`src/rtl/instr_aligner.sv`:
```
// ---------------------------------------------------------------------------
// instr_aligner
//
// Sits between the fetch buffer and the decoder. It takes 32-bit word-aligned
// fetch packets and delivers one complete instruction per cycle, either a
// 16-bit RVC or a 32-bit RVI instruction. A 32-bit instruction may straddle
// two fetch words; its low half is then held in a halfword buffer until the
// next word arrives. Each instruction carries its fetch error code and
// prediction flag. A straddling instruction whose first half ends a predicted
// redirect is reported with an align error.
//
// Build option:
//   ALIGNER_OUT_REG_EN  - when defined, all instruction outputs come from a
//                         register stage (1 cycle latency). When undefined,
//                         outputs are combinational from state and inputs.
//
// Ports:
//   s_clk_i          core clock
//   s_resetn_i       asynchronous active-low reset
//   s_flush_i        redirect: drop held state and the presented word
//   s_flush_half_i   bit 1 of the redirect target (sampled with s_flush_i)
//   s_fetch_valid_i  fetch word valid
//   s_fetch_data_i   fetch word
//   s_fetch_error_i  fetch error code of the word
//   s_fetch_pred_i   taken prediction from the last instruction ending here
//   s_fetch_ready_o  word consumed this cycle
//   s_stall_i        decoder cannot accept an instruction
//   s_instr_valid_o  aligned instruction valid
//   s_instr_o        aligned instruction (bits 31:16 zero for RVC)
//   s_fetch_error_o  fetch error code of the instruction
//   s_align_error_o  instruction is misaligned across a redirect
//   s_prediction_o   prediction flag of the instruction
// ---------------------------------------------------------------------------
module instr_aligner (
    input  logic        s_clk_i,
    input  logic        s_resetn_i,
    input  logic        s_flush_i,
    input  logic        s_flush_half_i,
    input  logic        s_fetch_valid_i,
    input  logic [31:0] s_fetch_data_i,
    input  logic [2:0]  s_fetch_error_i,
    input  logic        s_fetch_pred_i,
    output logic        s_fetch_ready_o,
    input  logic        s_stall_i,
    output logic        s_instr_valid_o,
    output logic [31:0] s_instr_o,
    output logic [2:0]  s_fetch_error_o,
    output logic        s_align_error_o,
    output logic        s_prediction_o
);

    // Fetch error encodings shared with the rest of the core (p_hardisc).
    localparam logic [2:0] FETCH_VALID = 3'b000;
    localparam logic [2:0] FETCH_INCER = 3'b001;

    typedef enum logic [1:0] {
        ST_EMPTY = 2'd0,
        ST_SKIP  = 2'd1,
        ST_HRVC  = 2'd2,
        ST_HSPAN = 2'd3
    } state_t;

    state_t      state_q, state_d;
    logic [15:0] h_q, h_d;
    logic [2:0]  eh_q, eh_d;
    logic        ph_q, ph_d;

    // Aligner core results, before stall/flush/reset qualification.
    logic        c_valid;
    logic [31:0] c_instr;
    logic [2:0]  c_err;
    logic        c_aerr;
    logic        c_pred;
    logic        c_take;    // core wants to consume the presented word
    logic        load_h;    // upper half of the presented word goes to H
    logic        adv;       // FSM may advance this cycle

    // ---------------------------------------------------------------------
    // Next-state and core output logic
    // ---------------------------------------------------------------------
    always_comb begin
        state_d = state_q;
        h_d     = h_q;
        eh_d    = eh_q;
        ph_d    = ph_q;
        c_valid = 1'b0;
        c_instr = 32'h0;
        c_err   = 3'b000;
        c_aerr  = 1'b0;
        c_pred  = 1'b0;
        c_take  = 1'b0;
        load_h  = 1'b0;

        unique case (state_q)
            ST_EMPTY: begin
                if (s_fetch_valid_i) begin
                    c_valid = 1'b1;
                    c_take  = 1'b1;
                    c_err   = s_fetch_error_i;
                    if (s_fetch_data_i[1:0] == 2'b11) begin
                        c_instr = s_fetch_data_i;
                        c_pred  = s_fetch_pred_i;
                    end else begin
                        // The prediction belongs to the last instruction
                        // ending in the word, i.e. the upper half.
                        c_instr = {16'h0, s_fetch_data_i[15:0]};
                        load_h  = 1'b1;
                    end
                end
            end
            ST_SKIP: begin
                if (s_fetch_valid_i) begin
                    c_take = 1'b1;
                    load_h = 1'b1;
                end
            end
            ST_HRVC: begin
                c_valid = 1'b1;
                c_instr = {16'h0, h_q};
                c_err   = eh_q;
                c_pred  = ph_q;
                state_d = ST_EMPTY;
            end
            ST_HSPAN: begin
                if (ph_q) begin
                    // A redirect was predicted from this halfword, so the
                    // word that follows is not the rest of the instruction.
                    c_valid = 1'b1;
                    c_instr = {16'h0, h_q};
                    c_err   = eh_q;
                    c_aerr  = 1'b1;
                    state_d = ST_EMPTY;
                end else if (s_fetch_valid_i) begin
                    c_valid = 1'b1;
                    c_instr = {s_fetch_data_i[15:0], h_q};
                    // A real fault on the first half outranks whatever the
                    // second word reports.
                    c_err   = ((eh_q != FETCH_VALID) && (eh_q != FETCH_INCER)) ?
                              eh_q : s_fetch_error_i;
                    c_take  = 1'b1;
                    load_h  = 1'b1;
                end
            end
            default: state_d = ST_EMPTY;
        endcase

        if (load_h) begin
            h_d     = s_fetch_data_i[31:16];
            eh_d    = s_fetch_error_i;
            ph_d    = s_fetch_pred_i;
            state_d = (s_fetch_data_i[17:16] != 2'b11) ? ST_HRVC : ST_HSPAN;
        end

        if (s_flush_i) begin
            state_d = s_flush_half_i ? ST_SKIP : ST_EMPTY;
            h_d     = 16'h0;
            eh_d    = 3'b000;
            ph_d    = 1'b0;
        end else if (!adv) begin
            state_d = state_q;
            h_d     = h_q;
            eh_d    = eh_q;
            ph_d    = ph_q;
        end
    end

    always_ff @(posedge s_clk_i or negedge s_resetn_i) begin
        if (!s_resetn_i) begin
            state_q <= ST_EMPTY;
            h_q     <= 16'h0;
            eh_q    <= 3'b000;
            ph_q    <= 1'b0;
        end else begin
            state_q <= state_d;
            h_q     <= h_d;
            eh_q    <= eh_d;
            ph_q    <= ph_d;
        end
    end

    // The word is only taken while out of reset; a flush always drops it.
    assign s_fetch_ready_o = s_resetn_i & (s_flush_i | (c_take & adv));

`ifdef ALIGNER_OUT_REG_EN
    // ---------------------------------------------------------------------
    // Registered output stage
    // ---------------------------------------------------------------------
    logic        out_vld_q;
    logic [31:0] out_instr_q;
    logic [2:0]  out_err_q;
    logic        out_aerr_q;
    logic        out_pred_q;

    // Advance when the register is empty or the decoder drains it.
    assign adv = ~out_vld_q | ~s_stall_i;

    always_ff @(posedge s_clk_i or negedge s_resetn_i) begin
        if (!s_resetn_i) begin
            out_vld_q   <= 1'b0;
            out_instr_q <= 32'h0;
            out_err_q   <= 3'b000;
            out_aerr_q  <= 1'b0;
            out_pred_q  <= 1'b0;
        end else if (s_flush_i) begin
            out_vld_q   <= 1'b0;
        end else if (adv) begin
            out_vld_q   <= c_valid;
            out_instr_q <= c_instr;
            out_err_q   <= c_err;
            out_aerr_q  <= c_aerr;
            out_pred_q  <= c_pred;
        end
    end

    assign s_instr_valid_o = out_vld_q;
    assign s_instr_o       = out_instr_q;
    assign s_fetch_error_o = out_err_q;
    assign s_align_error_o = out_aerr_q;
    assign s_prediction_o  = out_pred_q;
`else
    // ---------------------------------------------------------------------
    // Combinational outputs
    // ---------------------------------------------------------------------
    logic out_en;

    assign adv = ~s_stall_i;

    // While stalled the pending instruction stays presented; only its
    // consumption and the state update are held back.
    assign out_en = s_resetn_i & ~s_flush_i & c_valid;

    assign s_instr_valid_o = out_en;
    assign s_instr_o       = out_en ? c_instr : 32'h0;
    assign s_fetch_error_o = out_en ? c_err   : 3'b000;
    assign s_align_error_o = out_en & c_aerr;
    assign s_prediction_o  = out_en & c_pred;
`endif

endmodule

```
`config.mk`:
```
export PLATFORM = sky130hd
export DESIGN_NAME = instr_aligner
export DESIGN_NICKNAME = d
export VERILOG_FILES = /design/src/rtl/instr_aligner.sv
export SDC_FILE = /design/constraint.sdc
export NUM_CORES = 1
export LEC_CHECK = 0
export BUFFER_PORTS_ARGS = -buffer_cell sky130_fd_sc_hd__buf_4
export CORE_UTILIZATION = 45
export DETAILED_ROUTE_END_ITERATION = 8
export PLACE_DENSITY = 0.85
export SYNTH_ARGS = -nofsm -noshare
export SYNTH_HDL_FRONTEND = slang
export SYNTH_SLANG_ARGS = --single-unit
```
`constraint.sdc`:
```
create_clock -name s_clk_i -period 1.65 [get_ports s_clk_i]
set_input_delay 0.0825 -clock s_clk_i [delete_from_list [all_inputs] [get_ports s_clk_i]]
set_output_delay 0.0825 -clock s_clk_i [all_outputs]
set_load 0.05 [all_outputs]
```
==> key figures <==
Timing
  – Setup Viol. Count Final: 60
  – Skew final: between 9 and 10 ps
  – Tmin final: 2010 ps
  – Fin. Hold Viols: 0
  – Tcrit/Tclk final: 122%
  – Pins Over Slew Limit: 0
  – Worst Setup Slack, final: -360 ps
  – Rel. slew slack: 73.3%
  – Tightest Pin Transition: 401 ps
  – Fmax: ~500 MHz
  – RSZ-0062 raised after global routing: yes

Global route
  – First-pass GRT wire length: 12100 microns
  – Initial antenna violation count: 0
  – Vias in the first global route: approximately 2300
  – Grt ovf: 0
  – Tot GR Track Use: 38.5%
  – Largest net degree at the start of global routing: 26

Logic synthesis
  – FFs w/ async S/R, synth: 100%
  – Yosys reg bits: 22
  – Synthesized area per cell: 8.15 sq um
  – Ys flop type: dfrtp_1
  – Ys Warns: 0
  – Syn Inst Count: around 220
  – EDFF count, synth: 0
  – Syn Nets: approximately 260
  – Synth unique cells: 33
  – Synthesized-area fraction occupied by adder cells: 0%
  – Post-Synth XOR/XNOR Area: 0%
  – Largest family of logic cells by synthesized area: compound AO/OA/AOI/OAI gates
  – Register area share after synthesis: 31.4%
  – Simple-gate share of the synthesized area: 23.2%
  – Synth Cell Area: 1750 sq um
  – Compound-Gate Fraction of Synth Area: 24.4%
  – Mux contribution to synthesized area: 11.4%

Layout
  – Most common cell after layout, fill and taps aside: buf_4
  – Share of cells above drive strength 1: 59.1%
  – Fin util: 93.9%
  – Final nets: 361
  – Antenna Cells: 0
  – Layout overhead on the synthesized area: 97.6%
  – Commonest cells after routing, fill and taps aside: 68 x buf_4, 41 x nand2_1, 37 x buf_6

Floorplan
  – Initial core utilization: 47.5%
  – I/O pin cnt: 81
  – Total die area: 4150 sq um
  – Die H: 64.4 microns
  – Core ar.: 3690 sq um
  – # rows: 22
  – Width of the die: approximately 64 microns

Clock network
  – TritonCTS clock tree: built
  – CTS Buffer Depth: 2
  – Clock Root Buffer: clkbuf_8
  – Clock Sinks: 22
  – Clk_lat worst skew: around 280 ps
  – CTS buffer count: 3
  – # H-tree levels: 1
  – Reg clk slew, reported paths: about 90 ps

Detailed routing
  – Ratio of routed vias to standard cells: 6.97
  – Final ANT Viol Nets: 0
  – Via count: 2552
  – Wirelength per Cell: between 20 and 30 microns
  – DRT iter0 DRCs: 392
  – Final wirelength: about 9800 microns
  – TritonRoute pass-1 iters: 5
  – DRC: 0

Hold path
  – Hold/Removal Path Class: input pin to register
  – HP Start: s_flush_half_i

Run
  – MaxCap Viol Count: 0

Worst setup path
  – Worst Path Arrival: 1930 ps
  – Critical path origin: ph_q$_DFFE_PN0P_
  – Worst Setup Start Kind: register
  – Slowest-stage cell, CP: dfrtp_1
  – Critical-path cell list: or3b_4 > o2111ai_4 > bufbuf_16 > nor2_1 > buf_4
  – R2R Path Start: ph_q$_DFFE_PN0P_
  – CP Data Required Time: around 1600 ps
  – Setup crit end kind: output pin
  – Slowest stage delay, CP: 440 ps
  – CP max FO: 6
  – Crit path kind: register to output pin

Power and ir drop
  – Maximum VDD drop: 0.000639 V
  – P per Cell Area: 553 nW/um^2
  – Power Total: 0.00191 W
  – Leak: 1.41 nW

Run status
  – Failing checks: setup timing
  – Run status: finished, violations left

Place
  – PortBufs: 80
  – Dpl hpwl: 4000 microns
  – Placer's final routability congestion estimate: 0.868
  – Pre-CTS setup slack: -14.5 ps
[state kept, by name (all words and copies together) (netlist names)]
name	flops
eh_q	3
h_q	16
ph_q	1
state_q	2
[final timing paths]
kind                            depth (start not counted)  slack (ps)                endpoint
min in group asynchronous                               3         390      h_q[1]$_DFFE_PN0P_
worst min register to register                          2         580     h_q[14]$_DFFE_PN0P_
max in group asynchronous                               3        1000  state_q[1]$_DFFE_PN0P_
worst min-delay path                                    2          70  state_q[0]$_DFFE_PN0P_
worst max register to register                          7        -260     eh_q[2]$_DFFE_PN0P_
worst max-delay path                                    5        -360           s_instr_o[24]
[critical path: cells and delay by family, from the launching register on]
family | cells | cell delay [ps]
and+or+nand+nor | 2 | 490
buffers and inverters | 2 | 530
AOI/OAI and AO/OA | 1 | 190
DFF | 1 | 440
[Yosys cell counts, types with 2 or more instances]
library cell | number | area (sq um)
a21oi_1 | 5 | 25.0
a31oi_1 | 3 | 18.8
a32oi_1 | 32 | 280
buf_1 | 2 | 7.51
buf_2 | 11 | 55.1
buf_4 | 2 | 15.0
buf_6 | 2 | 22.5
buf_8 | 2 | 30.0
clkbuf_1 | 6 | 22.5
dfrtp_1 | 22 | 551
inv_1 | 3 | 11.3
mux2i_1 | 20 | 200
nand2_1 | 42 | 158
nand3_1 | 6 | 30.0
nor2_1 | 35 | 131
o211ai_1 | 3 | 22.5
o21a_1 | 3 | 22.5
[final cells by class]
class	count	area, sq um
multi-input cells	164	1440
repair buffers	124	1320
flip-flops and latches	22	552
fillers	115	226
well taps	48	60.1
clock buffers	3	41.3
clock inverters	1	30.0
inverters	4	22.5
[per-layer routing]
metal	track usage, %	part of all wire (%)
met5	0	0
met4	20.3	6.2
met3	5.36	11
met2	61.7	46
met1	49.9	37
[power by group]
part,internal [W],leakage (nW),switching (W)
combinational,0.000346,1.08,0.000423
clock,0.000325,0.0357,0.000216
sequential,0.000568,0.297,0.0000351
total,0.00124,1.41,0.000675
[through the flow]
stage	std cells	instance area [sq um]	TNS, ps	hold WS [ps]
2_1_floorplan	215	1850	-4970	-213
3_3_place_gp	340	2610	0	120
3_5_place_dp	340	2610	-14.5	122
4_1_cts	356	3160	-7270	51.0
5_1_grt	366	3460	-14980	60.5
6_report	366	3460	-14410	73.8
[cell families (layout without fill, tap and decap cells)]
kind of cell,Yosys count,count (layout)
buffers and inverters,29,132
AND/OR/NAND/NOR,93,93
flip-flops,22,22
AO/OA/AOI/OAI,51,51
multiplexers,20,20
[timing repair]
action	in CTS	in global routing
endpoints found under the hold margin	22	0
hold buffers	1	0
gates cloned	4	3
pin swaps	15	13
setup buffers	7	7
gates resized for setup	76	34
setup endpoints to repair	38	58
No activity file was read; power rests on OpenSTA's default activity.
